[config.mk]
export PLATFORM = sky130hd
export DESIGN_NAME = trans_sched_flat
export DESIGN_NICKNAME = d
export VERILOG_FILES = /design/src/rtl/trans_sched_if.sv /design/src/rtl/trans_sched.sv /design/src/flat_wrapper.sv
export SDC_FILE = /design/constraint.sdc
export NUM_CORES = 1
export LEC_CHECK = 0
export CORE_MARGIN = 2
export CORE_UTILIZATION = 40
export DETAILED_ROUTE_END_ITERATION = 12
export GPL_ROUTABILITY_DRIVEN = 1
export PLACE_DENSITY = 0.78
export SLEW_MARGIN = 20
export SYNTH_ARGS = -nofsm -noshare
export SYNTH_HDL_FRONTEND = slang
export SYNTH_SLANG_ARGS = --single-unit
[constraint.sdc]
create_clock -name clk -period 6.1 [get_ports clk]
set_input_delay 1.22 -clock clk [delete_from_list [all_inputs] [get_ports clk]]
set_output_delay 1.22 -clock clk [all_outputs]
set_load 0.05 [all_outputs]
[src/rtl/trans_sched_if.sv]
// Requester lanes plus transmitter-side beat outputs of the round-robin scheduler.
// slave = scheduler view, master = requesters/transmitter view.
interface trans_sched_if #(
  parameter int NREQ = 4,
  parameter int DW   = 8
);
  localparam int GW = $clog2(NREQ);

  // Handshake: a beat on lane i transfers on a rising clk edge where req_vld[i] & req_rdy[i];
  // req_rdy depends only on scheduler state, never on req_vld.
  logic [NREQ-1:0]    req_vld;
  logic [NREQ*DW-1:0] req_data;
  logic [NREQ-1:0]    req_byt;
  logic [NREQ-1:0]    req_last;
  logic [NREQ-1:0]    req_rdy;
  logic               tx_start;
  logic [DW-1:0]      tx_data;
  logic               tx_byt;
  logic [GW-1:0]      gnt_id;
  logic               busy;
  logic               trunc;

  modport slave (
    input  req_vld, req_data, req_byt, req_last,
    output req_rdy, tx_start, tx_data, tx_byt, gnt_id, busy, trunc
  );

  modport master (
    output req_vld, req_data, req_byt, req_last,
    input  req_rdy, tx_start, tx_data, tx_byt, gnt_id, busy, trunc
  );
endinterface

[src/rtl/trans_sched.sv]
// Round-robin burst scheduler feeding the byte transmitter (IDLE -> XFER -> GAP).
// Optional TRANS_SCHED_PRIO_EN: requester 0 gets fixed priority over the round robin.
module trans_sched #(
  parameter int NREQ      = 4,
  parameter int DW        = 8,
  parameter int MAX_BURST = 16
) (
  input  logic         clk,
  input  logic         reset_n,
  trans_sched_if.slave bus,
  output logic [1:0]   state_dbg
);
  localparam int GW = $clog2(NREQ);
  localparam int CW = $clog2(MAX_BURST + 1);

  typedef enum logic [1:0] {
    IDLE = 2'd0,
    XFER = 2'd1,
    GAP  = 2'd2
  } state_t;

  state_t          state, state_nxt;
  logic [GW-1:0]   rr_ptr, rr_nxt, gnt_id, win_id;
  logic [GW:0]     arb_sum;
  logic            win_ok;
  logic [CW-1:0]   cnt;
  logic [DW-1:0]   lane_data;
  logic            lane_vld, lane_byt, lane_last;
  logic            accept, cap_hit, burst_end;
  logic [NREQ-1:0] rdy;
  logic            tx_start_q, tx_byt_q, trunc_q;
  logic [DW-1:0]   tx_data_q;

  // Scan from highest offset down so the lowest offset from rr_ptr is the final winner.
  always_comb begin
    win_id  = '0;
    win_ok  = 1'b0;
    arb_sum = '0;
    for (int k = NREQ - 1; k >= 0; k--) begin
      arb_sum = {1'b0, rr_ptr} + (GW+1)'(k);
      if (arb_sum >= (GW+1)'(NREQ)) arb_sum = arb_sum - (GW+1)'(NREQ);
      if (bus.req_vld[arb_sum[GW-1:0]]) begin
        win_id = arb_sum[GW-1:0];
        win_ok = 1'b1;
      end
    end
`ifdef TRANS_SCHED_PRIO_EN
    if (bus.req_vld[0]) win_id = '0;
`endif
  end

  always_comb begin
    lane_data = '0;
    lane_vld  = 1'b0;
    lane_byt  = 1'b0;
    lane_last = 1'b0;
    rdy       = '0;
    for (int i = 0; i < NREQ; i++) begin
      if (gnt_id == GW'(i)) begin
        lane_data = bus.req_data[i*DW +: DW];
        lane_vld  = bus.req_vld[i];
        lane_byt  = bus.req_byt[i];
        lane_last = bus.req_last[i];
        rdy[i]    = (state == XFER);
      end
    end
  end

  assign accept    = (state == XFER) && lane_vld;
  assign cap_hit   = (cnt == CW'(MAX_BURST - 1));
  assign burst_end = accept && (lane_last || cap_hit);

  always_comb begin
    rr_nxt = (gnt_id == GW'(NREQ - 1)) ? '0 : gnt_id + 1'b1;
`ifdef TRANS_SCHED_PRIO_EN
    if (gnt_id == '0) rr_nxt = rr_ptr;
`endif
  end

  always_comb begin
    state_nxt = state;
    unique case (state)
      IDLE:    if (win_ok) state_nxt = XFER;
      XFER:    if (burst_end) state_nxt = GAP;
      GAP:     state_nxt = IDLE;
      default: state_nxt = IDLE;
    endcase
  end

  always_ff @(posedge clk or negedge reset_n) begin
    if (!reset_n) state <= IDLE;
    else          state <= state_nxt;
  end

  always_ff @(posedge clk or negedge reset_n) begin
    if (!reset_n) begin
      rr_ptr <= '0;
      gnt_id <= '0;
      cnt    <= '0;
    end else begin
      if (state == IDLE && win_ok) begin
        gnt_id <= win_id;
        cnt    <= '0;
      end else if (accept) begin
        cnt <= cnt + 1'b1;
      end
      if (state == GAP) rr_ptr <= rr_nxt;
    end
  end

  // Beat data and flag hold their last value when no beat is forwarded.
  always_ff @(posedge clk or negedge reset_n) begin
    if (!reset_n) begin
      tx_start_q <= 1'b0;
      tx_data_q  <= '0;
      tx_byt_q   <= 1'b0;
      trunc_q    <= 1'b0;
    end else begin
      tx_start_q <= accept;
      trunc_q    <= accept && cap_hit && !lane_last;
      if (accept) begin
        tx_data_q <= lane_data;
        tx_byt_q  <= lane_byt;
      end
    end
  end

  assign bus.req_rdy  = rdy;
  assign bus.tx_start = tx_start_q;
  assign bus.tx_data  = tx_data_q;
  assign bus.tx_byt   = tx_byt_q;
  assign bus.gnt_id   = gnt_id;
  assign bus.busy     = (state != IDLE);
  assign bus.trunc    = trunc_q;
  assign state_dbg    = state;

  a_rdy_onehot: assert property (@(posedge clk) disable iff (!reset_n) $onehot0(rdy));
  a_gap_one_cycle: assert property (@(posedge clk) disable iff (!reset_n)
    (state == GAP) |=> (state == IDLE));
  a_trunc_with_beat: assert property (@(posedge clk) disable iff (!reset_n)
    trunc_q |-> tx_start_q);
endmodule
[src/flat_wrapper.sv]
// flat-port wrapper written by rule: the top's interface ports become plain ports
module trans_sched_flat 
#(
  parameter int NREQ      = 4,
  parameter int DW        = 8,
  parameter int MAX_BURST = 16
)
  (clk, reset_n, state_dbg, bus_req_vld, bus_req_data, bus_req_byt, bus_req_last, bus_req_rdy, bus_tx_start, bus_tx_data, bus_tx_byt, bus_gnt_id, bus_busy, bus_trunc);
  trans_sched_if #(.NREQ(NREQ), .DW(DW)) bus_i ();
  input  logic clk;
  input  logic reset_n;
  output logic [1:0] state_dbg;
  input wire logic [$bits(bus_i.req_vld)-1:0] bus_req_vld;
  input wire logic [$bits(bus_i.req_data)-1:0] bus_req_data;
  input wire logic [$bits(bus_i.req_byt)-1:0] bus_req_byt;
  input wire logic [$bits(bus_i.req_last)-1:0] bus_req_last;
  output wire logic [$bits(bus_i.req_rdy)-1:0] bus_req_rdy;
  output wire logic [$bits(bus_i.tx_start)-1:0] bus_tx_start;
  output wire logic [$bits(bus_i.tx_data)-1:0] bus_tx_data;
  output wire logic [$bits(bus_i.tx_byt)-1:0] bus_tx_byt;
  output wire logic [$bits(bus_i.gnt_id)-1:0] bus_gnt_id;
  output wire logic [$bits(bus_i.busy)-1:0] bus_busy;
  output wire logic [$bits(bus_i.trunc)-1:0] bus_trunc;
  assign bus_i.req_vld = bus_req_vld;
  assign bus_i.req_data = bus_req_data;
  assign bus_i.req_byt = bus_req_byt;
  assign bus_i.req_last = bus_req_last;
  assign bus_req_rdy = bus_i.req_rdy;
  assign bus_tx_start = bus_i.tx_start;
  assign bus_tx_data = bus_i.tx_data;
  assign bus_tx_byt = bus_i.tx_byt;
  assign bus_gnt_id = bus_i.gnt_id;
  assign bus_busy = bus_i.busy;
  assign bus_trunc = bus_i.trunc;
  trans_sched #(.NREQ(NREQ), .DW(DW), .MAX_BURST(MAX_BURST)) u_core (.clk(clk), .reset_n(reset_n), .bus(bus_i), .state_dbg(state_dbg));
endmodule
After elaboration in Yosys (flattened, before gate mapping)

Index checks and enable logic that the tools add are counted.

Register bits after elaboration: 22
Bits of input ports: 46
Output and inout bits: 20
Word-level logic and storage cells: 91

Add/subtract/negate cells: 9
$lt $le $gt $ge: 8
Eq/ne operators: 8
Muxes and demuxes: 46
Reductions and logical operators: 12

Operators with widths:

| operator                                                                            | number |
|---|---|
| 8-bit two-way mux                                                                   | 4 |
| 1-bit two-way mux                                                                   | 24 |
| 2-bit two-way mux                                                                   | 11 |
| 2-bit by 3-bit < comparator with 1-bit output, second input constant                | 4 |
| 5-bit two-way mux                                                                   | 2 |
| 3-bit greater-or-equal comparator, second input constant                            | 3 |
| 1-bit binary-select mux with 2-bit select                                           | 4 |
| 2-bit by 1-bit subtractor with 2-bit output, second input constant                  | 4 |
| 2-bit by 2-bit adder with 3-bit output, second input constant                       | 2 |
| 2-bit == test, second input constant                                                | 3 |
| 5-bit by 1-bit adder with 5-bit output, second input constant                       | 1 |
| 5-bit by 4-bit == test with 1-bit output, second input constant                     | 1 |
| 1-bit logical AND                                                                   | 5 |
| 2-bit by 1-bit == test with 1-bit output, second input constant                     | 2 |
| 2-bit zero test                                                                     | 2 |
| 2-bit by 1-bit inequality test with 1-bit output, second input constant             | 2 |
| 2-bit case mux with 2 select lines                                                  | 1 |
| 2-bit nonzero test                                                                  | 2 |
| 2-bit by 1-bit adder with 3-bit output, second input constant                       | 1 |
| 2-bit by 3-bit greater-or-equal comparator with 1-bit output, second input constant | 1 |
| 2-bit by 1-bit adder with 2-bit output, second input constant                       | 1 |
| 2-bit AND reduction                                                                 | 1 |
| 1-bit zero test                                                                     | 1 |
| 1-bit logical OR                                                                    | 1 |

Logic depth before layout (Yosys ltp)

Depth after elaboration: 11
Depth in mapped cells: 8
Mapped depth without buffers: 6

Worst setup path before layout

No wires, ideal clock.

Path type: register -> output
From: register u_core.gnt_id[1] (netlist: u_core.bus.gnt_id[1])
To: output bus_req_rdy[2]
Data arrival time: 1.979 ns
Data required time: 4.880 ns
Slack: 2.901 ns
Stages on the path, launching flop included: 5
Buffers on the path: 2
Cell sequence: dfrtp_1 > ha_1 > clkbuf_1 > buf_1 > and2_1

Longest elaborated chain between the ends: 2

RTL lines:

| element                  | RTL line           | source |
|---|---|---|
| start: declaration       | trans_sched.sv:23  | `logic [GW-1:0] rr_ptr, rr_nxt, gnt_id, win_id;` |
| start signal: assignment | trans_sched.sv:102 | `gnt_id <= win_id;` |
| 2-bit == test            | trans_sched.sv:59  | `if (gnt_id == GW'(i)) begin` |
| 1-bit two-way mux        | trans_sched.sv:59  |  |
| end: declaration         | flat_wrapper.sv:17 | `output wire logic [$bits(bus_i.req_rdy)-1:0] bus_req_rdy;` |

No other way between the ends.

Final worst setup path

From: register u_core.gnt_id[0] (netlist: u_core.bus.gnt_id[0])
To: output bus_req_rdy[2]

Same word-level chain as after synthesis.

==> impl_metrics.py <==
metrics = {
    "yosys": {
        "library_cells_used_by_synthesis": 34,
        "postSynthRegisterBits": 22,
        "synthesis.yosys.warnings": 0,
        "muxShareOfSynthArea_pct": 10.4,
        "synth_top_family_by_area": "compound AO/OA/AOI/OAI gates",
        "yosys.area.top_type_share_pct": 37.8,
        "syn_area_mm2": 0.00146,
        "synth_xor_area_share_pct": 0,
        "synth_top_cell_by_area": "sky130_fd_sc_hd__dfrtp_1",
        "synth_nets": 211,
        "yosys-top-cells-count": "22 x sky130_fd_sc_hd__dfrtp_1, 17 x sky130_fd_sc_hd__a21oi_1, 15 x sky130_fd_sc_hd__inv_1, 15 x sky130_fd_sc_hd__nand2_1, 12 x sky130_fd_sc_hd__o21ai_0",
        "synth_flop_cell": "sky130_fd_sc_hd__dfrtp_1",
        "post_synth_fa_ha_maj_area_fraction_pct": 5.15,
        "synthesis.instances": 159,
        "synth_most_common_cell": "sky130_fd_sc_hd__dfrtp_1",
        "yosys-top-cells-area": "sky130_fd_sc_hd__dfrtp_1 38%, sky130_fd_sc_hd__a21oi_1 5.8%, sky130_fd_sc_hd__ha_1 5.2%, sky130_fd_sc_hd__mux2_4 5.2%, sky130_fd_sc_hd__a22o_1 4.2%",
        "synth_area_per_cell_um2": 9.16,
        "synth-async-reset-ratio_pct": 100,
        "synth_edf_count": 0,
        "yosysSeqAreaShare_pct": 37.8,
        "synth_simple_gate_area_share_pct": 13.7,
        "synth-compound-area-share_pct": 25.4,
    },
    "outcome": {
        "run_status": "complete, no violations",
    },
    "power": {
        "vdd_drop_max_uv": 245,
        "netSwitchingFraction_pct": 49.7,
        "combPwrFrac_pct": 70.8,
        "p_clk_share_pct": 6.2,
        "sequentialPowerShare_pct": 23.0,
        "power_switching_w": 0.000545,
        "powerDensity_mw_per_mm2": 515,
        "p_leak_nw": 0.919,
        "intPower_w": 0.000551,
    },
    "cts": {
        "tritoncts": "yes",
        "hold_buffers": 0,
        "buffer_count_from_post_cts_setup_fixing": 0,
        "count_of_clock_tree_sinks": 22,
        "cts_buffer_count": 3,
        "clock_tree.buffer_depth": 2,
        "post_cts_resized": 0,
        "ctsRootBufferMaster": "sky130_fd_sc_hd__clkbuf_4",
        "worstSkewPairLatency_ps": 310,
        "h_tree_lvls": 1,
        "cts.reportedPaths.clkPinSlew_ps": 120,
    },
    "cells_and_area": {
        "insertedDiodeCount": 0,
        "fin_cells": 263,
        "final_nets": 271,
        "area_growth_syn_to_layout_pct": 46.1,
        "post_route_cells_drive_above_1_share_pct": 6.91,
    },
    "floorplan": {
        "dieHeight_um": 64.3,
        "effective_utilization_at_floorplan_pct": 42.6,
        "fp.coreArea_mm2": 0.00342,
        "fp.dieArea_mm2": 0.00414,
        "die_width_um": 64.3,
        "floorplan.rows": 21,
        "design.portCount": 66,
    },
    "placement": {
        "detailed_place_hpwl_um": 3000,
        "numPortBuffers": 65,
        "gp_routability_congestion": 0.775,
        "dpl.cell_count": 260,
    },
    "setup_path": {
        "r2r.worst_path.cells": 6,
        "setup.worst_path.end_class": "primary output",
        "worst_setup_path_start_kind": "flop",
        "worstPathRequired_ps": 4880,
        "path_max_fanout": 23,
        "cp_data_arrival_time_ps": 2560,
        "worst-setup-path-type": "flop to primary output",
    },
    "sta": {
        "finalMaxSlewViolations": 0,
        "worst_slew_margin_rel_pct": 38.8,
        "fmaxAchievable_mhz": 265,
        "timing.final.crit_period_ps": 3780,
        "final_hold_viol_count": 0,
        "finalCritPeriodShare_pct": 61.9,
        "final.setup_skew_ps": 4.19,
        "rsz0062_at_grt": "false",
        "worstMarginPinSlew_ps": 909,
        "report.final.setup_viol": 0,
        "tns_ps": 0,
    },
    "drt": {
        "postRouteWirelength_um": 3940,
        "dr.first_iter.drc_count": 47,
        "ant_nets": 0,
        "route.vias.total": 1401,
        "wl_per_cell_um": 15.0,
        "drt-pass1-iter-count": 4,
        "routed_via_density": 5.33,
        "post-route-drc-count": 0,
    },
    "global_route": {
        "grt_first_pass_wirelength_um": 6710,
        "pin_count_of_the_biggest_net_entering_global_routing": 27,
        "grt_remaining_overflow": 0,
        "grt_use_total_pct": 20.6,
        "number_of_global_route_vias_before_repair": 1398,
        "grt_antenna_before_repair": 0,
    },
    "job": {
        "drv_cap": 0,
    },
    "hold_path": {
        "min_path_type": "flop to flop",
        "hold_depth": 1,
    },
}
## layout make-up
cell class              instances  area [um^2]
fillers                       308         1290
repair buffers                 65          646
well taps                      46         57.6
flip-flops and latches         22          551
inverters                      15         56.3
multi-input cells             112          796
clock buffers                   3         22.5
## metrics by stage
step	power, W	hold slack (ps)	setup slack (ps)	instance area (um^2)	utilization [%]
floorplan	0.000830	440	2900	1460	-
global placement	0.00101	467	2750	2110	61.8
detailed placement	0.00103	479	2680	2110	61.8
CTS	0.00110	495	2320	2130	62.5
global route	0.00118	515	2120	2130	62.3
finish	0.00110	493	2320	2130	62.3
## worst paths after layout
| check | from | endpoint | slack (ps) |
|---|---|---|---|
| setup / recovery | u_core.bus.gnt_id[0]$_DFFE_PN0P_ | bus_req_rdy[2] | 2320 |
| hold / removal | u_core.cnt[3]$_DFFE_PN0P_ | u_core.cnt[3]$_DFFE_PN0P_ | 490 |
| setup reg to reg | u_core.bus.gnt_id[0]$_DFFE_PN0P_ | u_core.bus.tx_data[1]$_DFFE_PN0P_ | 3320 |
| hold reg to reg | u_core.cnt[3]$_DFFE_PN0P_ | u_core.cnt[3]$_DFFE_PN0P_ | 490 |
| max in group asynchronous | reset_n | u_core.bus.tx_data[5]$_DFFE_PN0P_ | 4920 |
| min in group asynchronous | reset_n | u_core.state_dbg[0]$_DFFE_PN0P_ | 850 |
## layout by cell type (no fill, tap or decap), types with 3 or more instances in the layout
master,instances
sky130_fd_sc_hd__a211oi_1,3
sky130_fd_sc_hd__a21oi_1,17
sky130_fd_sc_hd__a22o_1,7
sky130_fd_sc_hd__and2_1,4
sky130_fd_sc_hd__clkbuf_4,3
sky130_fd_sc_hd__clkdlybuf4s50_1,64
sky130_fd_sc_hd__dfrtp_1,22
sky130_fd_sc_hd__ha_1,6
sky130_fd_sc_hd__inv_1,15
sky130_fd_sc_hd__mux2_2,5
sky130_fd_sc_hd__mux2_4,5
sky130_fd_sc_hd__nand2_1,15
sky130_fd_sc_hd__nor2b_1,6
sky130_fd_sc_hd__nor3b_1,3
sky130_fd_sc_hd__o211ai_1,4
sky130_fd_sc_hd__o21ai_0,12
sky130_fd_sc_hd__o31ai_1,4
## kinds of logic after synthesis
kind of cell | after synthesis
buffers and inverters | 25
AO/OA/AOI/OAI | 56
adder cells (fa/ha/maj) | 6
multiplexers | 12
flip-flops | 22
AND/OR/NAND/NOR | 38
## sequential cells by signal (all words and copies together) (netlist names)
signal and cells:
u_core.rr_ptr 2, u_core.state_dbg 2, u_core.cnt 5, u_core.bus.tx_start 1, u_core.bus.trunc 1, u_core.bus.tx_data 8, u_core.bus.gnt_id 2, u_core.bus.tx_byt 1
## worst max-delay path: stages (launching register included)
cell	delay [ps]
sky130_fd_sc_hd__dfrtp_1	460
sky130_fd_sc_hd__inv_1	110
sky130_fd_sc_hd__ha_1	640
sky130_fd_sc_hd__and2_1	230
sky130_fd_sc_hd__clkdlybuf4s50_1	800
## power groups by stage
stage,registers [W],clock network [W],logic (W)
after floorplan,0.000402,0,0.000429
after global placement,0.000251,0,0.000762
after detailed placement,0.000255,0,0.000776
after CTS,0.000252,0.0000693,0.000779
after global routing,0.000264,0.0000791,0.000837
final,0.000252,0.0000680,0.000776
## routing by layer
| metal | track usage (%) | wire (um) |
|---|---|---|
| met1 | 28.1 | 1770 |
| met2 | 32.2 | 1880 |
| met3 | 2.99 | 192 |
| met4 | 9.31 | 94 |
| met5 | 0 | 0 |
(Power assumes the default switching activity.)
